**src/rtl/cache_control.sv**
```systemverilog
// Sequencer between the CPU port, a 4-way write-back cache array and next-level memory.
// Runs one request at a time: lookup, victim write-back, refill, install and retry.
module cache_control #(
    parameter int ADDR_W  = 30,
    parameter int INDEX_W = 10,
    parameter int TAG_W   = 20,
    parameter int DATA_W  = 32,
    parameter int CNT_W   = 16
) (
    input  logic              clk,
    input  logic              rst,
    input  logic              cpu_rd_i,
    input  logic              cpu_wr_i,
    input  logic [ADDR_W-1:0] cpu_addr_i,
    input  logic [DATA_W-1:0] cpu_wdata_i,
    output logic              cpu_ready_o,
    output logic [DATA_W-1:0] cpu_rdata_o,
    output logic [ADDR_W-1:0] c_addr_o,
    output logic              c_rd_o,
    output logic              c_wr_o,
    output logic [DATA_W-1:0] c_wdata_o,
    output logic              c_substitude_o,
    output logic [DATA_W-1:0] c_sub_data_o,
    input  logic [DATA_W-1:0] c_data_i,
    input  logic              c_r_hit_i,
    input  logic              c_r_miss_i,
    input  logic              c_w_hit_i,
    input  logic              c_w_miss_i,
    input  logic              c_dirty_i,
    input  logic [DATA_W-1:0] c_wb_data_i,
    input  logic [TAG_W-1:0]  c_victim_tag_i,
    input  logic              c_sub_fin_i,
    output logic              mem_req_o,
    output logic              mem_we_o,
    output logic [ADDR_W-1:0] mem_addr_o,
    output logic [DATA_W-1:0] mem_wdata_o,
    input  logic [DATA_W-1:0] mem_rdata_i,
    input  logic              mem_ack_i,
    output logic [CNT_W-1:0]  hit_cnt_o,
    output logic [CNT_W-1:0]  miss_cnt_o
);

    typedef enum logic [2:0] {
        S_IDLE, S_LOOKUP, S_WCHK, S_VICTIM, S_WB, S_REFILL, S_FILL, S_FWAIT
    } state_t;

    localparam logic [CNT_W-1:0] CNT_ONE = {{(CNT_W-1){1'b0}}, 1'b1};

    state_t              state_q;
    logic                wr_q;
    logic                missed_q;
    logic [DATA_W-1:0]   wdata_q;
    logic                cpu_ready_q, c_rd_q, c_wr_q, c_sub_q, mem_req_q, mem_we_q;
    logic [DATA_W-1:0]   cpu_rdata_q, c_wdata_q, c_sub_data_q, mem_wdata_q;
    logic [ADDR_W-1:0]   c_addr_q, mem_addr_q;
    logic [CNT_W-1:0]    hit_q, miss_q;

    always_ff @(posedge clk or posedge rst) begin
        if (rst) begin
            state_q      <= S_IDLE;
            wr_q         <= 1'b0;
            missed_q     <= 1'b0;
            wdata_q      <= '0;
            cpu_ready_q  <= 1'b0;
            cpu_rdata_q  <= '0;
            c_addr_q     <= '0;
            c_rd_q       <= 1'b0;
            c_wr_q       <= 1'b0;
            c_wdata_q    <= '0;
            c_sub_q      <= 1'b0;
            c_sub_data_q <= '0;
            mem_req_q    <= 1'b0;
            mem_we_q     <= 1'b0;
            mem_addr_q   <= '0;
            mem_wdata_q  <= '0;
            hit_q        <= '0;
            miss_q       <= '0;
        end else begin
            // Strobes and the completion pulse are single-cycle unless re-armed below.
            cpu_ready_q  <= 1'b0;
            cpu_rdata_q  <= '0;
            c_rd_q       <= 1'b0;
            c_wr_q       <= 1'b0;
            c_wdata_q    <= '0;
            c_sub_q      <= 1'b0;
            c_sub_data_q <= '0;
            case (state_q)
                S_IDLE: begin
                    if (cpu_rd_i || cpu_wr_i) begin
                        wr_q     <= cpu_wr_i;
                        wdata_q  <= cpu_wdata_i;
                        missed_q <= 1'b0;
                        c_addr_q <= cpu_addr_i;
                        if (cpu_wr_i) begin
                            c_wr_q    <= 1'b1;
                            c_wdata_q <= cpu_wdata_i;
                        end else begin
                            c_rd_q <= 1'b1;
                        end
                        state_q <= S_LOOKUP;
                    end
                end
                S_LOOKUP: begin
                    if (wr_q) begin
                        state_q <= S_WCHK;
                    end else if (c_r_hit_i) begin
                        cpu_ready_q <= 1'b1;
                        cpu_rdata_q <= c_data_i;
                        if (!missed_q && hit_q != '1) hit_q <= hit_q + CNT_ONE;
                        c_addr_q <= '0;
                        state_q  <= S_IDLE;
                    end else if (c_r_miss_i) begin
                        state_q <= S_VICTIM;
                    end else begin
                        c_rd_q <= 1'b1;
                    end
                end
                S_WCHK: begin
                    if (c_w_hit_i) begin
                        cpu_ready_q <= 1'b1;
                        if (!missed_q && hit_q != '1) hit_q <= hit_q + CNT_ONE;
                        c_addr_q <= '0;
                        state_q  <= S_IDLE;
                    end else if (c_w_miss_i) begin
                        state_q <= S_VICTIM;
                    end
                end
                S_VICTIM: begin
                    // A retried access that misses again is still one miss.
                    if (!missed_q && miss_q != '1) miss_q <= miss_q + CNT_ONE;
                    missed_q  <= 1'b1;
                    mem_req_q <= 1'b1;
                    if (c_dirty_i) begin
                        mem_we_q    <= 1'b1;
                        mem_addr_q  <= {c_victim_tag_i, c_addr_q[INDEX_W-1:0]};
                        mem_wdata_q <= c_wb_data_i;
                        state_q     <= S_WB;
                    end else begin
                        mem_addr_q <= c_addr_q;
                        state_q    <= S_REFILL;
                    end
                end
                S_WB: begin
                    if (mem_ack_i) begin
                        mem_we_q    <= 1'b0;
                        mem_wdata_q <= '0;
                        mem_addr_q  <= c_addr_q;
                        state_q     <= S_REFILL;
                    end
                end
                S_REFILL: begin
                    if (mem_ack_i) begin
                        mem_req_q    <= 1'b0;
                        mem_addr_q   <= '0;
                        c_sub_q      <= 1'b1;
                        c_sub_data_q <= mem_rdata_i;
                        state_q      <= S_FILL;
                    end
                end
                S_FILL: begin
                    state_q <= S_FWAIT;
                end
                S_FWAIT: begin
                    if (c_sub_fin_i) begin
                        if (wr_q) begin
                            c_wr_q    <= 1'b1;
                            c_wdata_q <= wdata_q;
                        end else begin
                            c_rd_q <= 1'b1;
                        end
                        state_q <= S_LOOKUP;
                    end
                end
                default: state_q <= S_IDLE;
            endcase
        end
    end

    assign cpu_ready_o    = cpu_ready_q;
    assign cpu_rdata_o    = cpu_rdata_q;
    assign c_addr_o       = c_addr_q;
    assign c_rd_o         = c_rd_q;
    assign c_wr_o         = c_wr_q;
    assign c_wdata_o      = c_wdata_q;
    assign c_substitude_o = c_sub_q;
    assign c_sub_data_o   = c_sub_data_q;
    assign mem_req_o      = mem_req_q;
    assign mem_we_o       = mem_we_q;
    assign mem_addr_o     = mem_addr_q;
    assign mem_wdata_o    = mem_wdata_q;
    assign hit_cnt_o      = hit_q;
    assign miss_cnt_o     = miss_q;

endmodule
```
**config.mk**
```make
export PLATFORM = sky130hd
export DESIGN_NAME = cache_control
export DESIGN_NICKNAME = d
export VERILOG_FILES = /design/src/rtl/cache_control.sv
export SDC_FILE = /design/constraint.sdc
export NUM_CORES = 1
export LEC_CHECK = 0
export ABC_AREA = 1
export BUFFER_PORTS_ARGS = -buffer_cell sky130_fd_sc_hd__buf_4
export CAP_MARGIN = 10
export CORE_ASPECT_RATIO = 0.75
export CORE_MARGIN = 8
export CORE_UTILIZATION = 45
export DETAILED_ROUTE_END_ITERATION = 10
export PLACE_DENSITY = 0.83
export SETUP_SLACK_MARGIN = 0.4
export SYNTH_ARGS = -nofsm -noshare
export SYNTH_HDL_FRONTEND = slang
export SYNTH_SLANG_ARGS = --single-unit
```
**constraint.sdc**
```tcl
create_clock -name clk -period 10.8 [get_ports clk]
set_clock_uncertainty 0.2 [all_clocks]
set_input_delay 0.54 -clock clk [delete_from_list [all_inputs] [get_ports clk]]
set_output_delay 0.54 -clock clk [all_outputs]
set_load 0.005 [all_outputs]
```
==> qor.csv, run 1 <==
metric,value,unit
syn_avg_cell_area,8.17,um2
die_w,200,um
vias,10549,
worstMarginPinSlew,1.17,ns
port_buffers,414,
drt_iter0_drc,593,
worstPathCellList,nand3_2 > nand2_2 > inv_2 > nand2_1 > nand2_2 > inv_2 > nand2_1 > nand2_1,
fmaxAchievable,0.285,GHz
multi_input_area,3850,um2
grt_usage,0.226,
ff2ff_path_depth,8,
rsz0062_at_grt,false,
end_kind,flop,
synth-seq-cells,263,
rows,50,
cts_hold_buf,2,
r2r_end,mem_addr_o[11],
reg2reg_from,state_q[0],
synth_warnings,0,
cts_resized,0,
regToRegSetupSlack,7.29,ns
finalHoldViolations,0,
report.final.slew_viol_count,0,
cts_root_buf,clkbuf_16,
cap_violations,0,
cts_max_path_buffers,3,
drcViolationCount,0,
dpl.cell_count,2086,
yosysSeqAreaShare,0.576,
tns,0,ns
hpwl,27000,um
routed_via_density,4.93,
postRouteAntennaNets,0,
ios,415,
path_clk_slew,0.06,ns
gp_congestion,0.932,
die_y,154,um
setup_viol,0,
period_needed,3.51,ns
drive_gt1_frac,0.273,
relSlewSlack,0.219,
startpoint,state_q[0],
slowest_delay,0.86,ns
cts.sinks,263,
synth.top_cell.area_share,0.576,
min_path_cells,3,
synthFlopType,dfrtp_1,
cts_tree,done,
final_nets,1971,
htreeDepth,1,
powerDensity,238,nW/um2
wl,36900,um
path_class,reg -> reg,
synth_edf_count,0,
grt_pass1_vias,10243,
outcome,finished clean,
fill_cells,2050,
grt_pass1_wl,55800,um
post-cts-setup-buffers,0,
cp.arrival,3.77,ns
cp-endpoint,mem_addr_o[11],
synth.area.top_cells,"dfrtp_1 (58%), nand2_1 (15%), o21ai_0 (6.2%)",
coreArea,25000,um2
crit_top_cell,nand2_1,
cp_data_required_time,11.06,ns
synth.distinct_cells,29,
grt_max_degree,108,
syn_to_final_growth,37.1,%
hp-class,in -> reg,
synthesis.instances,1398,
antenna_found_initial,3,
drt-wirelength-per-cell,17.2,um
grt-ovfl-total,0,
die_area,30800,um2
synthArstFlopShare,1.00,
crit_path_top_delay_cell,nand3_2,
dr.pass1.iters,5,
synth_top_cell_by_area,dfrtp_1,
numCtsBuffers,27,
finalCritPeriodShare,0.325,
start_kind,flop,
insertion_delay,0.53,ns
seqCellArea,6580,um2
synth_nets,1589,
critPathMaxFanout,46,
start_util,0.457,
synth_area,11400,um2
p_leak,0.00860,uW
stdcell_count,2141,
ir_drop,0.000143,V
-- Yosys cell counts (7+ instances only) --
library cell / n
buf_1: 7
buf_2: 27
clkbuf_1: 27
dfrtp_1: 263
inv_1: 175
inv_2: 7
nand2_1: 444
nand3_1: 94
nand4_1: 9
nor2_1: 143
o21ai_0: 142
o21ai_1: 11
xnor2_1: 7
xor2_1: 8
-- cell type report --
class	instances	area share
well taps	338	0.0270
multi-input cells	885	0.246
clock buffers	37	0.0507
diodes	2	0.000320
repair buffers	420	0.203
clock inverters	13	0.00863
flip-flops and latches	263	0.420
inverters	183	0.0444
-- flip-flops by register name (all words and copies together) (netlist names) --
register / count
cpu_rdata_o: 32
cpu_ready_o: 1
c_wdata_o: 32
wr_q: 1
c_substitude_o: 1
state_q: 3
hit_cnt_o: 16
c_rd_o: 1
missed_q: 1
mem_addr_o: 30
mem_we_o: 1
mem_wdata_o: 32
c_wr_o: 1
c_addr_o: 30
c_sub_data_o: 32
miss_cnt_o: 16
mem_req_o: 1
wdata_q: 32
-- cells in the final DEF, fill, tap and decap left out, types with 2 or more instances in the layout --
cell type / count
nand3_2: 3
dlygate4sd3_1: 2
diode_2: 2
nand2_2: 4
clkbuf_8: 8
nor3_1: 2
ha_1: 2
nand3b_1: 6
nor2_4: 3
clkinv_2: 6
inv_8: 2
nand4_1: 9
inv_1: 174
nor2_1: 141
nand2_1: 444
nor2_2: 5
inv_2: 7
o21ai_0: 142
bufinv_16: 2
buf_4: 417
dfrtp_1: 263
clkbuf_16: 27
xor2_1: 8
o21ai_1: 11
inv_6: 3
xnor2_1: 7
nand3_1: 94
clkbuf_1: 2
-- report_power, final --
part	internal, uW	leakage, uW	switching [uW]
combinational	524	0.00464	796
clock	565	0.000464	394
sequential	1270	0.00349	173
total	2360	0.00860	1360
-- critical path: cells and delay by family (launching register included) --
| family | cells | cell delay (ns) |
|---|---|---|
| buf+inv | 2 | 0.66 |
| flops | 1 | 0.59 |
| simple gates | 6 | 1.97 |
-- logic make-up (layout without fill, tap and decap cells) --
| family | count (synthesis) | count (layout) | synth area share |
|---|---|---|---|
| xor gates and xnor gates | 15 | 15 | 0.0115 |
| AOI/OAI and AO/OA | 155 | 155 | 0.0685 |
| adders and majority gates | 2 | 2 | 0.00219 |
| DFF | 263 | 263 | 0.576 |
| other | 0 | 2 | 0 |
| and+or+nand+nor | 713 | 713 | 0.254 |
| buffers and inverters | 250 | 653 | 0.0870 |
-- metrics by stage --
| step | utilization | setup WS [ns] | cell area (um2) | hold WS (ns) | power [uW] |
|---|---|---|---|---|---|
| floorplan | - | 2.82 | 11400 | 0.272 | 2150 |
| CTS | 0.626 | 7.24 | 15600 | 0.000648 | 3750 |
| global route | 0.627 | 6.93 | 15700 | 0.000229 | 3960 |
| finish | 0.627 | 7.29 | 15700 | 0.0195 | 3720 |
| global placement | 0.588 | 7.45 | 14700 | 0.271 | 2720 |
| detailed placement | 0.588 | 7.26 | 14700 | 0.271 | 2770 |
-- layer usage --
metal | vias to the layer above | track usage | part of all wire
li1 | 5053 | - | -
met1 | 5008 | 0.288 | 0.40
met2 | 420 | 0.366 | 0.47
met3 | 66 | 0.0670 | 0.095
met4 | 2 | 0.0741 | 0.029
met5 | - | 0 | 0.00035
-- worst min path at each step --
stage / startpoint / endpoint / slack, ns
finish: c_data_i[12] / cpu_rdata_o[12] / 0.02
global route: c_data_i[21] / cpu_rdata_o[21] / 0.0002
CTS: c_data_i[13] / cpu_rdata_o[13] / 0.0006
detailed placement: mem_addr_o[29] / mem_addr_o[29] / 0.27
global placement: mem_addr_o[28] / mem_addr_o[28] / 0.27
floorplan: mem_addr_o[10] / mem_addr_o[10] / 0.27
(Power assumes the default switching activity.)
==> inputs of run 2 (changes only) <==
Settings changed: PLACE_DENSITY 0.83 to 0.86.
Clock period 10.8 ns to 2.9 ns, I/O delays scaled along.
==> qor.csv, run 2 (same netlist as run 1, synthesis figures left out) <==
metric,value,unit,change
outcome,finished clean,,unchanged
port_buffers,414,,unchanged
die_y,154,um,unchanged
p_sw_frac,0.372,,was 0.366
final_cell_mix,"nand2_1 (444), buf_4 (431), dfrtp_1 (263)",,"was nand2_1 (444), buf_4 (417), dfrtp_1 (263)"
period_needed,2.30,ns,was 3.51 ns
hp-class,in -> async,,was in -> reg
report.final.slew_viol_count,0,,unchanged
drt-wirelength-per-cell,20.0,um,was 17.2 um
hpwl,28300,um,was 27000 um
cap_violations,0,,unchanged
postRouteAntennaNets,0,,unchanged
ir_drop,0.000572,V,was 0.000143 V
cts_max_path_buffers,3,,unchanged
final_nets,2208,,was 1971
dr.pass1.iters,6,,was 5
finalPower,15000,uW,was 3720 uW
antenna_found_initial,3,,unchanged
die_area,30800,um2,unchanged
die_w,200,um,unchanged
grt_usage,0.299,,was 0.226
gp_congestion,0.951,,was 0.932
path_clk_slew,0.06,ns,about the same
dpl.cell_count,2106,,was 2086
power_frac_clock,0.266,,was 0.258
fmaxAchievable,0.435,GHz,was 0.285 GHz
grt-ovfl-total,0,,unchanged
cts_tree,done,,unchanged
cp_data_required_time,3.18,ns,was 11.06 ns
relSlewSlack,0.324,,was 0.219
critPathMaxFanout,20,,was 46
grt_pass1_wl,72700,um,was 55800 um
cp.arrival,2.58,ns,was 3.77 ns
power_frac_seq,0.363,,was 0.387
grt_pass1_vias,12766,,was 10243
drive_gt1_frac,0.250,,was 0.273
place_area,14900,um2,was 14700 um2
start_kind,flop,,unchanged
setup_viol,0,,unchanged
finalCritPeriodShare,0.793,,was 0.325
wl,47600,um,was 36900 um
post-cts-setup-buffers,0,,unchanged
vias,12434,,was 10549
coreArea,25000,um2,unchanged
rows,50,,unchanged
rsz0062_at_grt,false,,unchanged
insertion_delay,0.55,ns,was 0.53 ns
path_class,reg -> reg,,unchanged
powerDensity,827,nW/um2,was 238 nW/um2
finalHoldViolations,0,,unchanged
stdcell_count,2379,,was 2141
internal-power,9450,uW,was 2360 uW
p_leak,0.00962,uW,was 0.00860 uW
start_util,0.457,,unchanged
worstPathCellList,inv_2 > nand3_2 > nor2_1 > nor2_1 > nor2_1 > nand2_1 > buf_4 > nand2_1 > nand2_1,,was nand3_2 > nand2_2 > inv_2 > nand2_1 > nand2_2 > inv_2 > nand2_1 > nand2_1
cts_root_buf,clkbuf_16,,unchanged
worstMarginPinSlew,1.01,ns,was 1.17 ns
tns,0,ns,unchanged
syn_to_final_growth,59.2,%,was 37.1%
drt_iter0_drc,1120,,was 593
htreeDepth,1,,unchanged
grt_max_degree,54,,was 108
ios,415,,unchanged
final_area,18200,um2,was 15700 um2
slowest_delay,0.52,ns,was 0.86 ns
drcViolationCount,0,,unchanged
p_switching,5590,uW,was 1360 uW
routed_via_density,5.23,,was 4.93
numCtsBuffers,26,,was 27
crit_path_top_delay_cell,dfrtp_1,,was nand3_2
end_kind,flop,,unchanged
cts.sinks,263,,unchanged
combPwrFrac,0.371,,was 0.355
final_common_cell,nand2_1,,unchanged
## run 2: cell types whose count changed in the layout (fill, tap and decap cells not counted), sizes merged
cell	change
buf	+19
clkinv	-1
clkinvlp	+2
dlygate4sd3	+219
bufinv	+6
clkbuf	-4
diode	+2
inv	-5
## run 2: final cells by class
cell class	count	area, um2
Tap cell	338	423
Clock buffer	33	727
Antenna cell	4	10.0
Sequential cell	263	6580
Clock inverter	15	295
Timing Repair Buffer	658	5570
Multi-Input combinational cell	885	3880
Fill cell	1621	6790
Inverter	183	692
## run 2: power groups by stage
stage               clock, uW  sequential (uW)  combinational [uW]
detailed placement          0             5430                5040
global placement            0             5370                4920
CTS                      4030             5370                5350
finish                   4000             5460                5570
floorplan                   0             5310                2690
global route             4180             5540                6140
## run 2: routing by layer
metal | global-route usage | share of wire | up-vias | routed length, um
li1 | - | - | 5533 | -
met1 | 0.360 | 0.37 | 5940 | 17600
met2 | 0.492 | 0.47 | 790 | 22500
met3 | 0.0848 | 0.11 | 171 | 5060
met4 | 0.137 | 0.048 | 0 | 2300
met5 | 0 | 0 | - | 0
## run 2: what timing repair did
action | in CTS | in global routing
setup endpoints to repair | 27 | 41
gates resized for setup | 3 | 3
hold buffers | 221 | 0
endpoints found under the hold margin | 387 | 0
## run 2: worst paths after layout
check	startpoint	endpoint	slack, ns	cells after the start
min in group clk	c_w_miss_i	state_q[0]	0.06	7
max in group asynchronous	rst	c_addr_o[4]	1.54	5
setup reg to reg	state_q[1]	c_addr_o[16]	0.60	9
hold reg to reg	mem_addr_o[16]	mem_addr_o[16]	0.29	2
setup / recovery	state_q[1]	c_addr_o[16]	0.60	9
hold / removal	rst	cpu_rdata_o[3]	0.04	3
## run 2: through the flow
step / utilization / hold slack [ns] / setup WS (ns)
after floorplan: - / 0.0512 / -0.915
after global placement: 0.597 / 0.0399 / 0.381
after detailed placement: 0.597 / 0.0461 / 0.231
after CTS: 0.727 / 0.0433 / 0.476
after global routing: 0.728 / 0.0892 / 0.427
final: 0.728 / 0.0363 / 0.599
## run 2: critical path: cells and delay by family (launching register included)
family / cells / cell delay, ns
buffers and inverters: 2 / 0.47
and+or+nand+nor: 7 / 1.05
DFF: 1 / 0.52
==> inputs of run 3 (changes only) <==
Clock period 2.9 ns to 1.87 ns, I/O delays scaled along.
==> qor.csv, run 3 (same netlist as run 1, synthesis figures left out) <==
metric,value,unit,change
relSlewSlack,0.701,,was 0.324
end_kind,flop,,unchanged
grt_usage,0.317,,was 0.299
start_util,0.457,,unchanged
rsz0062_at_grt,true,,was false
place_area,15400,um2,was 14900 um2
start_kind,flop,,unchanged
cts_root_buf,clkbuf_16,,unchanged
violations,setup timing,,
r2r_end,c_addr_o[12],,was c_addr_o[16]
grt_pass1_wl,77100,um,was 72700 um
drt-wirelength-per-cell,22.4,um,was 20.0 um
ir_drop,0.00101,V,was 0.000572 V
holdCritStartpoint,cpu_rd_i,,
final_common_cell,buf_4,,was nand2_1
final_nets,2319,,was 2208
final_cell_mix,"buf_4 (454), nand2_1 (352), dfrtp_1 (251)",,"was nand2_1 (444), buf_4 (431), dfrtp_1 (263)"
finalHoldViolations,0,,unchanged
hpwl,27700,um,was 28300 um
die_area,30800,um2,unchanged
routed_via_density,5.39,,was 5.23
dr.pass1.iters,6,,unchanged
cts.sinks,263,,unchanged
path_clk_slew,0.06,ns,about the same
die_y,154,um,unchanged
fin_ws,-0.00411,ns,was 0.599 ns
min_path_cells,7,,
cp_data_required_time,2.08,ns,was 3.18 ns
powerDensity,1360,nW/um2,was 827 nW/um2
fmaxAchievable,0.534,GHz,was 0.435 GHz
cts_max_path_buffers,3,,unchanged
hp-class,in -> reg,,was in -> async
period_needed,1.87,ns,was 2.30 ns
vias,13405,,was 12434
grt_pass1_vias,13703,,was 12766
coreArea,25000,um2,unchanged
report.final.slew_viol_count,0,,unchanged
p_leak,0.0107,uW,was 0.00962 uW
gp_congestion,0.910,,was 0.951
grt_max_degree,69,,was 54
cap_violations,0,,unchanged
port_buffers,414,,unchanged
outcome,"finished, violations left",,was finished clean
grt-ovfl-total,0,,unchanged
syn_to_final_growth,80.6,%,was 59.2%
regToRegSetupSlack,-0.004,ns,was 0.60 ns
drive_gt1_frac,0.372,,was 0.250
drt_iter0_drc,1092,,was 1120
dpl.cell_count,2142,,was 2106
finalCritPeriodShare,1.00,,was 0.793
wl,55600,um,was 47600 um
ios,415,,unchanged
cp.arrival,2.09,ns,was 2.58 ns
final_area,20600,um2,was 18200 um2
numCtsBuffers,27,,was 26
rows,50,,unchanged
stdcell_count,2486,,was 2379
postRouteAntennaNets,0,,unchanged
setup_viol,1,,was 0
drcViolationCount,0,,unchanged
critPathMaxFanout,6,,was 20
die_w,200,um,unchanged
holdPathEnd,c_addr_o[6],,
reg2reg_from,state_q[2],,was state_q[1]
path_class,reg -> reg,,unchanged
post-place-ws,0.0447,ns,was 0.231 ns
ff2ff_path_depth,9,,unchanged
htreeDepth,1,,unchanged
cts_tree,done,,unchanged
worstMarginPinSlew,0.446,ns,was 1.01 ns
insertion_delay,0.53,ns,was 0.55 ns
antenna_found_initial,3,,unchanged
## run 3: cell count changes in the layout (fill, tap and decap cells not counted), sizes merged, moves of 2 or more
cell	before	now
buf	437	532
nand2	449	451
diode	4	2
clkinv	6	8
bufinv	8	1
clkbuf	33	49
## run 3: report_power, final
group / leakage, uW / total (uW) / switching [uW] / internal (uW)
sequential: 0.00347 / 8640 / 1320 / 7320
combinational: 0.00676 / 14100 / 7640 / 6440
clock: 0.000429 / 5410 / 2310 / 3090
total: 0.0107 / 28100 / 11300 / 16900
## run 3: worst max path at each step
stage                           from           end  slack, ns  cells past startpoint
after floorplan                  rst   c_addr_o[0]      -1.89                      1
after global placement    state_q[1]  c_addr_o[16]       0.07                      9
after detailed placement  state_q[0]  hit_cnt_o[4]       0.04                      9
after CTS                 state_q[0]  c_addr_o[16]       0.16                     10
after global routing      state_q[0]   c_addr_o[8]      -0.05                      9
final                     state_q[2]  c_addr_o[12]     -0.004                      9
## run 3: metrics by stage
stage | TNS, ns | power, uW | hold slack, ns | util
after detailed placement | 0 | 16800 | -0.129 | 0.618
final | -0.00411 | 28100 | 0.107 | 0.826
after global routing | -0.269 | 29300 | 0.0959 | 0.826
after global placement | 0 | 16500 | -0.134 | 0.618
after CTS | 0 | 24400 | 0.0389 | 0.779
after floorplan | -497.87 | 12600 | -0.000268 | -
## run 3: what timing repair did
item,in CTS,in global routing
resized for setup,113,256
hold buffers,221,0
pin swaps,12,56
cloned,10,15
endpoints found under the hold margin,483,0
buffers inserted,38,11
endpoints found under the setup margin,246,253
## run 3: area by class of cell
type	count	area, um2
inverter	183	722
clock inverter	8	70.1
sequential	263	6600
timing repair inverter	2	17.5
multi-input combinational	887	4870
clock buffer	39	801
antenna	2	5.00
timing repair buffer	764	7120
tap	338	423
fill	1250	4340
## run 3: worst max-delay path: stages, from the launching register on
cell and delay, ns:
dfrtp_1 0.43, inv_2 0.16, nand3_4 0.14, nor2_4 0.17, nor2_4 0.06, nor2_4 0.14
nand2_4 0.14, buf_16 0.18, nand2_4 0.06, nand2_2 0.07
## run 3: routing by layer
| metal | vias up | wire length (um) | share of wire | GRT usage |
|---|---|---|---|---|
| met5 | - | 13 | 0.00023 | 0 |
| met4 | 2 | 3940 | 0.071 | 0.185 |
| met3 | 306 | 5910 | 0.11 | 0.0920 |
| met2 | 976 | 26500 | 0.48 | 0.514 |
| met1 | 6353 | 19200 | 0.35 | 0.371 |
| li1 | 5768 | - | - | - |
